### src/rtl/cavlc_pkg.sv
// Shared widths and types for the CAVLC bitstream front end.
package cavlc_pkg;
  localparam int WORD_W = 32;
  localparam int BUF_W  = 64;
  localparam int LVL_W  = 7;

  typedef logic [WORD_W-1:0] word_t;
  typedef logic [BUF_W-1:0]  buf_t;
  typedef logic [LVL_W-1:0]  lvl_t;
endpackage

### src/rtl/cavlc_bit_merge.sv
// Combinational shift/merge datapath: drops consumed bits and appends an
// accepted word directly below the remaining valid bits.
import cavlc_pkg::*;

module cavlc_bit_merge (
  input  logic [63:0] i_buf,
  input  logic [6:0]  i_level,
  input  logic [4:0]  i_shift,
  input  logic [31:0] i_in_data,
  input  logic        i_accept,
  output logic [63:0] o_buf_next,
  output logic [6:0]  o_level_next
);

  buf_t w_shifted;
  buf_t w_word_aligned;
  lvl_t w_remain;

  // The caller guarantees i_shift <= i_level, so w_remain never wraps.
  assign w_remain       = i_level - lvl_t'(i_shift);
  assign w_shifted      = i_buf << i_shift;
  assign w_word_aligned = {i_in_data, 32'b0} >> w_remain;

  always_comb begin
    o_buf_next   = w_shifted;
    o_level_next = w_remain;
    if (i_accept) begin
      o_buf_next   = w_shifted | w_word_aligned;
      o_level_next = w_remain + lvl_t'(WORD_W);
    end
  end

endmodule

### src/rtl/cavlc_bitstream_shifter.sv
// 64-bit MSB-aligned bit buffer feeding a 32-bit look-ahead window to the
// CAVLC decode units; consumes 0..31 bits per cycle.
import cavlc_pkg::*;

module cavlc_bitstream_shifter (
  input  logic        i_clk,
  input  logic        i_reset,
  input  logic [31:0] i_in_data,
  input  logic        i_in_valid,
  output logic        o_in_ready,
  input  logic        i_flush,
  input  logic        i_shift_en,
  input  logic [4:0]  i_num_shift,
  output logic [31:0] o_window,
  output logic        o_barrel_shifter_ready,
  output logic [6:0]  o_fill_level,
  output logic [31:0] o_bit_count,
  output logic        o_shift_err
);

  buf_t         r_buf;
  lvl_t         r_fill;
  logic [31:0]  r_bit_count;
  logic         r_shift_err;

  logic [4:0]   w_shift_req;
  logic         w_shift_illegal;
  logic [4:0]   w_shift;
  logic         w_accept;
  buf_t         w_buf_next;
  lvl_t         w_fill_next;

  assign w_shift_req     = i_shift_en ? i_num_shift : 5'd0;
  assign w_shift_illegal = lvl_t'(w_shift_req) > r_fill;
  // An over-long shift is dropped entirely rather than truncated.
  assign w_shift         = w_shift_illegal ? 5'd0 : w_shift_req;

  assign o_in_ready = !i_reset && !i_flush && (r_fill <= lvl_t'(WORD_W));
  assign w_accept   = i_in_valid && o_in_ready;

  cavlc_bit_merge u_merge (
    .i_buf        (r_buf),
    .i_level      (r_fill),
    .i_shift      (w_shift),
    .i_in_data    (i_in_data),
    .i_accept     (w_accept),
    .o_buf_next   (w_buf_next),
    .o_level_next (w_fill_next)
  );

  always_ff @(posedge i_clk) begin
    if (i_reset || i_flush) begin
      r_buf       <= '0;
      r_fill      <= '0;
      r_bit_count <= '0;
      r_shift_err <= 1'b0;
    end else begin
      r_buf       <= w_buf_next;
      r_fill      <= w_fill_next;
      r_bit_count <= r_bit_count + {27'd0, w_shift};
      r_shift_err <= r_shift_err | w_shift_illegal;
    end
  end

  assign o_window               = r_buf[63:32];
  assign o_barrel_shifter_ready = r_fill >= lvl_t'(WORD_W);
  assign o_fill_level           = r_fill;
  assign o_bit_count            = r_bit_count;
  assign o_shift_err            = r_shift_err;

endmodule

### config.mk
export PLATFORM = sky130hd
export DESIGN_NAME = cavlc_bitstream_shifter
export DESIGN_NICKNAME = d
export VERILOG_FILES = /design/src/rtl/cavlc_pkg.sv /design/src/rtl/cavlc_bit_merge.sv /design/src/rtl/cavlc_bitstream_shifter.sv
export SDC_FILE = /design/constraint.sdc
export NUM_CORES = 1
export LEC_CHECK = 0
export CORE_UTILIZATION = 53
export CTS_CLUSTER_SIZE = 30
export DETAILED_ROUTE_END_ITERATION = 8
export HOLD_SLACK_MARGIN = 0.12
export PLACE_DENSITY = 0.78
export SLEW_MARGIN = 20
export SYNTH_ARGS = -nofsm -noshare
export SYNTH_HDL_FRONTEND = slang
export SYNTH_SLANG_ARGS = --single-unit
### constraint.sdc
create_clock -name i_clk -period 5 [get_ports i_clk]
set_clock_uncertainty 0.05 [all_clocks]
set_input_delay 0.75 -clock i_clk [delete_from_list [all_inputs] [get_ports i_clk]]
set_output_delay 0.75 -clock i_clk [all_outputs]
set_load 0.01 [all_outputs]
==> flow_metrics.tcl <==
set metrics [dict create \
    dp_hpwl_mm 39.0 \
    dr_total_vias 13319 \
    antenna_found_initial 1 \
    clkLatencyLatePin_ns 0.37 \
    slowest_delay_ns 0.57 \
    endpoint_kind "register" \
    ys_seq_area_frac 0.186 \
    finish.utilization 0.647 \
    crit_path_frequent_cell "nand2_1" \
    finalWorstPathRequiredPeriod_ns 4.83 \
    synth_async_sr_flop_share 0 \
    power.total_mw 10.0 \
    yosys.area.top_type "dfxtp_1" \
    synth_top_area_share 0.186 \
    cap_violations 0 \
    grt_pass1_wl_mm 76.8 \
    remaining_drc_errors 0 \
    yosys-top-cells-area "dfxtp_1, mux2i_1, nand2_1" \
    cp.arrival_ns 5.02 \
    drtIter0Drc 1714 \
    ys_top_cells_by_count "nand2_1, nor2_1, mux2i_1, dfxtp_1, o21ai_0" \
    grt_pass1_vias 12399 \
    port_buffers 115 \
    die-height_um 147 \
    die_w_um 147 \
    rsz0062_at_grt "no" \
    start_util 0.546 \
    vias_per_cell 7.13 \
    grt_overflow 0 \
    maxSlewViolCount 0 \
    syn2layout_area_growth_pct 18.4 \
    path_cells "clkdlybuf4s50_1 > nand2_1 > inv_1 > ha_1 > a21oi_1 > o211ai_1 > and3_1 > nor2_1 > ha_1 > fa_2 > buf_12 > mux4_2 > nand2_1 > o21ai_0 > mux2i_1 > mux2i_1 > nand2_1 > a21oi_1" \
    h-tree-depth 3 \
    synth.most_common_cell "nand2_1" \
    cp-start-kind "input pin" \
    numCtsBuffers 9 \
    crit_required_ns 5.19 \
    synth_edf_count 0 \
    hold_viol 0 \
    synth_cells 1491 \
    track_usage 0.470 \
    routabilityCongestion 1.08 \
    cts_tree "done" \
    layout-drive-gt1-share 0.157 \
    io_pins 116 \
    cts_sinks 104 \
    status "complete, no violations" \
    dp.cells 1851 \
    power.density_nw_per_um2 757 \
    syn_area_per_cell_sq_um 7.51 \
    synth_cell_types 87 \
    ys_warn_count 0 \
    worstMarginPinSlew_ns 1.00 \
    wl_per_cell_um 27.8 \
    nets 1652 \
    coreArea_sq_um 20500 \
    crit_fanout 22 \
    synth.cell_area_sq_um 11200 \
    clkSlewWorstSetupHoldPaths_ns 0.09 \
    cts_buffer_depth 2 \
    crit_slowest_cell "fa_2" \
    relSlewSlack 0.323 \
    synth_ff_type "dfxtp_1" \
    num_rows 52 \
    hold_path.class "register to register" \
    die_area_sq_um 21700 \
    irDropWorstVdd_uv 779 \
    finalCritPeriodShare 0.966 \
    dp_slack_ns -0.166 \
    syn_nets 1551 \
    cts_root_buf "clkbuf_16" \
    ys_seq_elements 104 \
    ant_nets 0 \
    post-cts-setup-buffers 0 \
    r2r_setup_slack_ns 0.62 \
    critPathKind "input pin to register" \
    finalWorstSetupSlack_ns 0.168 \
    wl_mm 51.9 \
    max_freq_mhz 207 \
    grt_max_degree 72 \
    firstDrtPassIters 6 \
    fin_cells 1868 \
    leakagePower_nw 5.19 \
    setup_viol 0 \
]
[report_power, final]
group	leakage [nW]	internal, mW	switching, mW	total (mW)
Sequential	0.845	1.00	0.381	1.38
Clock	0.153	0.365	0.405	0.769
Combinational	4.19	3.21	4.67	7.88
Total	5.19	4.57	5.45	10.0
[final cells by class]
class / count / area, sq um
inverter: 33 / 125
timing repair buffer: 246 / 2170
multi-input combinational: 1198 / 8220
sequential: 104 / 2080
tap: 270 / 338
clock buffer: 9 / 225
clock inverter: 7 / 88.8
antenna: 1 / 2.50
fill: 1855 / 7240
[kinds of logic (layout without fill, tap and decap cells)]
kind of cell,count (synthesis),in the layout,share of synthesized area
adders and majority gates,18,18,0.0215
AOI/OAI and AO/OA,501,501,0.309
xor gates and xnor gates,28,28,0.0219
DFF,104,104,0.186
other,0,1,0
muxes,172,172,0.170
and+or+nand+nor,479,479,0.207
buffers and inverters,189,295,0.0845
[layout by cell type, fill, tap and decap left out, drive strengths merged, types with 9 or more instances in the layout]
cell,synthesis,layout
dfxtp,104,104
nor2,131,131
mux4,9,9
a21o,17,17
ha,16,16
or3,13,13
o211ai,34,34
o2bb2ai,11,11
nand2b,20,20
inv,32,36
o32ai,10,10
o22a,9,9
o21ai,98,98
a21oi,87,87
o22ai,43,43
mux2,51,51
nor3,21,21
xor2,10,10
mux2i,112,112
a211oi,22,22
and3,17,17
a22oi,20,20
nand3,41,41
clkbuf,43,9
nor3b,24,24
a2bb2oi,10,10
o221ai,22,22
a32oi,11,11
and2,17,17
nand2,154,154
clkdlybuf4s50,0,112
buf,113,134
a31oi,34,34
xnor2,18,18
[registers in the layout (all words and copies together), names as in the netlist]
signal and flops:
o_shift_err 1, o_fill_level 7, o_bit_count 32, r_buf 64
[final timing paths]
check / start / endpoint / cells after the start
setup reg to reg: o_fill_level[4] / r_buf[35] / 16
hold reg to reg: o_bit_count[31] / o_bit_count[31] / 2
hold / removal: o_bit_count[31] / o_bit_count[31] / 2
setup / recovery: i_num_shift[4] / r_buf[35] / 18
[critical path, delay by kind of cell]
| kind | cells | cell delay [ns] |
|---|---|---|
| muxes | 3 | 1.02 |
| and+or+nand+nor | 5 | 0.81 |
| AOI/OAI and AO/OA | 4 | 0.60 |
| adders and majority gates | 3 | 1.14 |
| buffers and inverters | 3 | 0.70 |
[metrics by stage]
| stage | hold WS (ns) | setup TNS (ns) | cell area [sq um] |
|---|---|---|---|
| after floorplan | 0.440 | 0 | 11200 |
| after global placement | 0.410 | -0.232 | 12900 |
| after detailed placement | 0.418 | -0.930 | 12900 |
| after CTS | 0.434 | 0 | 13200 |
| after global routing | 0.443 | 0 | 13300 |
| final | 0.431 | 0 | 13300 |
[layer usage]
metal / up-vias / track usage / part of all wire
met2: 1073 / 0.701 / 0.42
li1: 5785 / - / -
met4: 0 / 0.318 / 0.083
met5: - / 0 / 0
met3: 276 / 0.113 / 0.13
met1: 6185 / 0.600 / 0.37
[what timing repair did]
action	4_1_cts	5_1_grt
gates resized for setup	0	4
hold buffers	0	0
endpoints found under the setup margin	0	4
Note: power is estimated with default switching activity, not from simulation.
